--- src/rtl/unpool_2x2.sv ---
// unpool_2x2: inverts 2x2 binary max pooling by nearest-neighbour expansion.
// One pooled row of W bits is buffered, then replayed as two identical output
// rows of 2W bits, each input bit doubled horizontally.
module unpool_2x2 #(
  parameter int unsigned W  = 16,
  parameter int unsigned WB = 5
) (
  input  logic iCLK,
  input  logic iRST,
  input  logic iCLR,
  input  logic iEN,
  input  logic iDATA,
  output logic oREADY,
  input  logic iREADY,
  output logic oVALID,
  output logic oDATA,
  output logic oEOL
);

  localparam logic [WB-1:0] LastLd  = WB'(W - 1);
  localparam logic [WB-1:0] LastCol = WB'(2 * W - 1);
  localparam logic [WB-1:0] One     = WB'(1);

  typedef enum logic [1:0] {
    StLoad,
    StEmit0,
    StEmit1
  } stateE;

  stateE         stateQ, stateD;
  logic [WB-1:0] ldCntQ, ldCntD;
  logic [WB-1:0] colQ, colD;
  logic [W-1:0]  rowQ, rowD;
  logic [WB-1:0] halfCol;
  logic          rdBit;
  logic          colLast;

  assign colLast = (colQ == LastCol);
  assign halfCol = colQ >> 1;

  // State register
  always_ff @(posedge iCLK or posedge iRST) begin
    if (iRST) begin
      stateQ <= StLoad;
    end else begin
      stateQ <= stateD;
    end
  end

  // Next-state logic; a frame clear always wins
  always_comb begin
    stateD = stateQ;
    if (iCLR) begin
      stateD = StLoad;
    end else begin
      unique case (stateQ)
        StLoad:  if (iEN && (ldCntQ == LastLd)) stateD = StEmit0;
        StEmit0: if (iREADY && colLast) stateD = StEmit1;
        StEmit1: if (iREADY && colLast) stateD = StLoad;
        default: stateD = StLoad;
      endcase
    end
  end

  // Datapath registers: load counter, output column, row buffer
  always_ff @(posedge iCLK or posedge iRST) begin
    if (iRST) begin
      ldCntQ <= '0;
      colQ   <= '0;
      rowQ   <= '0;
    end else begin
      ldCntQ <= ldCntD;
      colQ   <= colD;
      rowQ   <= rowD;
    end
  end

  // Datapath next-state; the buffer is only written while loading
  always_comb begin
    ldCntD = ldCntQ;
    colD   = colQ;
    rowD   = rowQ;
    if (iCLR) begin
      ldCntD = '0;
      colD   = '0;
      rowD   = '0;
    end else begin
      unique case (stateQ)
        StLoad: begin
          if (iEN) begin
            for (int unsigned i = 0; i < W; i++) begin
              if (ldCntQ == WB'(i)) rowD[i] = iDATA;
            end
            if (ldCntQ == LastLd) begin
              ldCntD = '0;
              colD   = '0;
            end else begin
              ldCntD = ldCntQ + One;
            end
          end
        end
        StEmit0, StEmit1: begin
          if (iREADY) colD = colLast ? '0 : colQ + One;
        end
        default: begin
          ldCntD = '0;
          colD   = '0;
        end
      endcase
    end
  end

  // Buffer read mux: output column c shows pooled bit c/2
  always_comb begin
    rdBit = 1'b0;
    for (int unsigned i = 0; i < W; i++) begin
      if (halfCol == WB'(i)) rdBit = rowQ[i];
    end
  end

  // Outputs; everything is forced low while reset is held
  always_comb begin
    oREADY = (stateQ == StLoad) && !iRST;
    oVALID = (stateQ != StLoad) && !iRST;
    oDATA  = oVALID && rdBit;
    oEOL   = oVALID && colLast;
  end

endmodule

--- config.mk ---
export PLATFORM = sky130hd
export DESIGN_NAME = unpool_2x2
export DESIGN_NICKNAME = d
export VERILOG_FILES = /design/src/rtl/unpool_2x2.sv
export SDC_FILE = /design/constraint.sdc
export NUM_CORES = 1
export LEC_CHECK = 0
export ABC_AREA = 1
export CAP_MARGIN = 20
export CORE_MARGIN = 8
export CORE_UTILIZATION = 55
export DETAILED_ROUTE_END_ITERATION = 12
export GPL_TIMING_DRIVEN = 1
export PLACE_DENSITY_LB_ADDON = 0.25
export SYNTH_ARGS = -nofsm -noshare
export SYNTH_HDL_FRONTEND = slang
export SYNTH_SLANG_ARGS = --single-unit
export TNS_END_PERCENT = 5
--- constraint.sdc ---
create_clock -name iCLK -period 4.5 [get_ports iCLK]
set_input_delay 1.35 -clock iCLK [delete_from_list [all_inputs] [get_ports iCLK]]
set_output_delay 1.35 -clock iCLK [all_outputs]
set_load 0.02 [all_outputs]
Yosys cells after proc, flatten, opt, wreduce, memory -nomap -nowiden

Cells that the tools add are included.

Bits in writable memories: 0
ROM bits: 0
Bits of input ports: 6
Flip-flop bits (word level): 28
Memories kept: 0
Latch bits: 0

$mul: 0
Div/mod/pow operators: 0
$add $sub $neg: 2
Mux-type cells: 50
Equality and inequality tests: 40
Shift operators: 0
Reduce and logical (&&, ||, !) cells: 49
Order comparisons: 0
Bitwise operators: 0

Operator list:

| kind                                                            | number |
|---|---|
| 3-bit AND reduction                                             | 18 |
| 16-bit two-way mux                                              | 3 |
| 5-bit by 4-bit == test with 1-bit output, second input constant | 8 |
| 5-bit two-way mux                                               | 8 |
| 2-bit nonzero test                                              | 19 |
| 4-bit == test, second input constant                            | 8 |
| 1-bit two-way mux                                               | 32 |
| 5-bit by 3-bit == test with 1-bit output, second input constant | 4 |
| 5-bit case mux with 2 select lines                              | 2 |
| 3-bit inequality test, second input constant                    | 6 |
| 4-bit by 3-bit == test with 1-bit output, second input constant | 4 |
| 5-bit by 1-bit adder with 5-bit output, second input constant   | 2 |
| 5-bit by 2-bit == test with 1-bit output, second input constant | 2 |
| 5-bit logical NOT                                               | 2 |
| 4-bit by 2-bit == test with 1-bit output, second input constant | 2 |
| 2-bit two-way mux                                               | 4 |
| 1-bit logical AND                                               | 6 |
| 2-bit case mux with 3 select lines                              | 1 |
| 5-bit by 1-bit == test with 1-bit output, second input constant | 1 |
| 5-bit == test, second input constant                            | 1 |
| 4-bit by 1-bit == test with 1-bit output, second input constant | 1 |
| 2-bit by 1-bit == test with 1-bit output, second input constant | 1 |
| 2-bit == test, second input constant                            | 1 |
| 2-bit logical NOT                                               | 1 |
| other kinds (4)                                                 | 4 |

Logic depth before layout (Yosys ltp)

Word-level depth: 18
Mapped depth: 12

Least setup slack after synthesis

Ideal clock, no wire load.

Path kind: input -> output
From: input iRST
To: output oEOL
Buffers on the path: 0
Stages: 3
Setup slack: 1086 ps
Data required time: 3150 ps
Arrival time: 2064 ps
Cell sequence: nor2_1 -> inv_1 -> nor2_1

Word-level cells in the longest chain between the ends: 3

Ends and longest elaborated chain:

| item              | RTL line | source |
|---|---|---|
| from (decl)       | 9        | `input logic iRST,` |
| 1-bit logical NOT | 124      | `oVALID = (stateQ != StLoad) && !iRST;` |
| 1-bit logical AND | 124      |  |
| 1-bit logical AND | 126      | `oEOL = oVALID && colLast;` |
| to (decl)         | 17       | `output logic oEOL` |

Every way passes these cells.

Worst setup path in the final report

From: input iRST
To: output oDATA

Word-level cells in the longest chain between the ends: 3

Ends and longest elaborated chain:

| item              | RTL line | source |
|---|---|---|
| 1-bit logical NOT | 124      |  |
| 1-bit logical AND | 124      |  |
| 1-bit logical AND | 125      | `oDATA = oVALID && rdBit;` |
| to (decl)         | 16       | `output logic oDATA,` |

Every way passes these cells.

==> results.toml <==
[status]
status = "complete, no violations"

[routing]
ant_nets = 0
drt-initial-drc-count = 108
drt-pass1-iter-count = 4
route.detailed.drc = 0
avgViaCountPerCell = 5.42
finalWirelength_um = 4100
num_vias = 1675
routed_wire_length_per_instance_um = 13.3

[finish]
area_growth_pct = 9.73
ff_latch_area_um2 = 701
design_area_um2 = 2030
post_route_cells_drive_above_1_share_pct = 8.75
fillers = 316
multi_input_comb_area_um2 = 921
antenna_cells = 0
layout_nets = 280

[floorplan]
std_cell_rows = 21
top_level_ports = 10
dieHeight_um = 74.0
fp.dieArea_um2 = 5480
floorplan.initialDensity_pct = 56.4
placeableCoreArea_um2 = 3280
die_w_um = 74.0

[setup_path]
crit_end_category = "output pin"
setup.reg_to_reg.worst_slack_ns = 2.50
critPathRequiredTime_ns = 3.15
worst_path_largest_cell_delay_ns = 0.59
crit_path_max_fanout = 3
setup.worst_path.start_class = "input port"
worst-path-buf-inv = 4
crit_chain = "clkdlybuf4s50_1, nor2_1, inv_1, nor2_1, nand2_1, inv_1, clkdlybuf4s50_1"
setup.worst_path.class = "input port to output pin"
arrival_ns = 2.82
critical_path.slowest_cell = "sky130_fd_sc_hd__clkdlybuf4s50_1"
r2r-start = "stateQ[1]"
timing.critical_path.max_delay_family = "buffers and inverters"
rr_worst_depth = 11
reg2reg_to = "colQ[3]"

[clock_tree]
hold_buffers = 0
cts_post_setup_buffers_inserted = 0
clock_buffer_count_from_cts = 3
htreeDepth = 1
cts_max_path_buffers = 2
worst_skew_pair.late_latency_ns = 0.34
clockRootBuffer = "sky130_fd_sc_hd__clkbuf_4"
tritoncts = "built"
cts_sinks = 28
clk_pin_slew_ns = 0.15
cts-resized-gates = 0

[power]
pwr_density_cell_nw_per_um2 = 445
vdd.ir_drop.worst_uv = 215
cellLeakagePower_nw = 1.06

[synthesis]
muxShareOfSynthArea_pct = 0.541
synth_top_family_by_area = "simple AND/OR/NAND/NOR gates"
synth_xor_xnor_area_share_pct = 0
synth-simple-area-share_pct = 28.2
synth.avg_cell_area_um2 = 7.26
synth_nets = 271
mappedNetlistArea_um2 = 1850
synthDominantAreaCellType = "sky130_fd_sc_hd__dfrtp_1"
synth_top_cells_by_area = "sky130_fd_sc_hd__dfrtp_1, sky130_fd_sc_hd__inv_1, sky130_fd_sc_hd__nand2_1"
synth.distinct_cells = 26
ys_seq_elements = 28
postSynthCellCount = 255
yosys_warnings = 0
synth_top_area_share_pct = 37.8
synthAdderAreaFrac_pct = 6.76
synth_compound_gate_area_share_pct = 14.3
synth.yosys.seq_area_share_pct = 37.8

[global_route]
largest_net_degree_at_the_start_of_global_routing = 30
grt_util_all_layers_pct = 16.5
first_global_vias = 1575
grt_pass1_wl_um = 7090
globalRouteOverflowTotal = 0
antenna_found_initial = 0

[sta]
period_share_pct = 92.7
maxClockFrequency_ghz = 0.240
rsz0062_at_grt = "no"
skew_ns = 0.0102
max_slew.worst_pin.slew_ns = 0.584
totalNegativeSetupSlack_ns = 0
slew_headroom_pct = 60.9
setup_viol = 0
slew_violations = 0
hold_viol = 0
finalWorstPathRequiredPeriod_ns = 4.17

[job]
max_cap_viol_count = 0

[min_path]
worstHoldEndpoint = "rowQ[0]"
worstHoldStart = "rowQ[0]"
min_delay_path_depth = 2
hold_path_class = "flip-flop to flip-flop"

[place]
dpl.hpwl_um = 3000
gp_congestion = 0.858
port-buffer-count = 9
post_dp_cell_area_um2 = 1980
cell usage after synthesis, drive strengths merged:
cell type / instances
nand3: 21
a21oi: 16
mux2i: 1
nor3: 11
nand2: 45
or2: 1
nand4: 3
o22ai: 2
inv: 50
a31oi: 12
o211ai: 1
dfrtp: 28
o311ai: 1
nor3b: 1
nor2: 28
ha: 10
clkbuf: 3
o21ai: 16
buf: 5
routing by layer:
layer | global-route usage (%) | vias up | part of all wire, %
li1 | - | 838 | -
met1 | 20.8 | 793 | 47
met2 | 28.0 | 39 | 47
met3 | 2.56 | 5 | 4.9
met4 | 4.66 | 0 | 1.1
met5 | 0 | - | 0
worst register-to-register path, stage by stage (launching register included):
cell and delay, ns:
sky130_fd_sc_hd__dfrtp_1 0.43, sky130_fd_sc_hd__inv_1 0.12, sky130_fd_sc_hd__ha_1 0.24, sky130_fd_sc_hd__buf_4 0.26, sky130_fd_sc_hd__nand2_4 0.08, sky130_fd_sc_hd__nor2_1 0.28, sky130_fd_sc_hd__inv_2 0.10, sky130_fd_sc_hd__nand2_4 0.12
sky130_fd_sc_hd__nor2_4 0.05, sky130_fd_sc_hd__nand2_4 0.05, sky130_fd_sc_hd__nand2_1 0.04, sky130_fd_sc_hd__nor3b_2 0.15
through the flow:
step | util, % | setup slack (ns) | total power [W] | std cells | hold WS (ns)
after floorplan | - | 1.09 | 0.000638 | 255 | 0.447
after global placement | 60.3 | 0.384 | 0.000723 | 305 | 0.462
after detailed placement | 60.3 | 0.304 | 0.000735 | 305 | 0.475
after CTS | 61.9 | 0.300 | 0.000905 | 309 | 0.513
after global routing | 61.9 | 0.256 | 0.000981 | 309 | 0.539
final | 61.9 | 0.327 | 0.000905 | 309 | 0.510
report_power, final:
part / switching [W] / internal [W] / leakage (nW)
clock network: 0.0000790 / 0.0000902 / 0.0279
logic: 0.000272 / 0.000138 / 0.657
registers: 0.0000375 / 0.000288 / 0.376
total: 0.000389 / 0.000516 / 1.06
cells by family (layout without fill, tap and decap cells):
| logic type | Yosys count | count (layout) |
|---|---|---|
| buf+inv | 58 | 66 |
| fa+ha+maj | 10 | 10 |
| simple gates | 110 | 110 |
| compound gates | 48 | 48 |
| flops | 28 | 28 |
| mux | 1 | 1 |
worst max path at each step:
stage	start	depth (start not counted)	slack [ns]	end
2_1_floorplan	iRST	3	1.09	oEOL
3_3_place_gp	iRST	7	0.38	oDATA
3_5_place_dp	iRST	7	0.30	oDATA
6_report	iRST	7	0.33	oDATA
5_1_grt	iRST	7	0.26	oDATA
4_1_cts	iRST	7	0.30	oDATA
placed cells by master (no fill, tap or decap):
cell type                         netlist  routed
sky130_fd_sc_hd__o21ai_0               15      15
sky130_fd_sc_hd__inv_2                  5       5
sky130_fd_sc_hd__buf_4                  0       3
sky130_fd_sc_hd__nand3_1               21      21
sky130_fd_sc_hd__dfrtp_1               28      28
sky130_fd_sc_hd__nor3b_2                1       1
sky130_fd_sc_hd__nand2_1               39      39
sky130_fd_sc_hd__bufinv_16              0       1
sky130_fd_sc_hd__o21ai_1                1       1
sky130_fd_sc_hd__o211ai_1               1       1
sky130_fd_sc_hd__nand2_4                4       4
sky130_fd_sc_hd__inv_1                 45      45
sky130_fd_sc_hd__o311ai_0               1       1
sky130_fd_sc_hd__or2_4                  1       1
sky130_fd_sc_hd__ha_1                  10      10
sky130_fd_sc_hd__clkbuf_4               0       3
sky130_fd_sc_hd__nand2_2                2       2
sky130_fd_sc_hd__a31oi_1               12      12
sky130_fd_sc_hd__mux2i_1                1       1
sky130_fd_sc_hd__nor2_2                 2       2
sky130_fd_sc_hd__nor2_1                25      25
sky130_fd_sc_hd__a21oi_1               16      16
sky130_fd_sc_hd__clkdlybuf4s50_1        0       9
sky130_fd_sc_hd__nor2_4                 1       1
sky130_fd_sc_hd__nand4_1                3       3
sky130_fd_sc_hd__nor3_1                11      11
sky130_fd_sc_hd__o22ai_1                2       2
state kept, by name (all words and copies together), names as in the netlist:
signal  count
stateQ      2
colQ        5
ldCntQ      5
rowQ       16
cell type report:
class | instances | share of cell area (%)
Inverter | 50 | 9.24
Multi-Input combinational cell | 169 | 45.3
Tap cell | 46 | 2.83
Clock inverter | 1 | 1.48
Timing Repair Buffer | 12 | 5.54
Sequential cell | 28 | 34.5
Clock buffer | 3 | 1.11
Power figures use the tool's default switching activity.
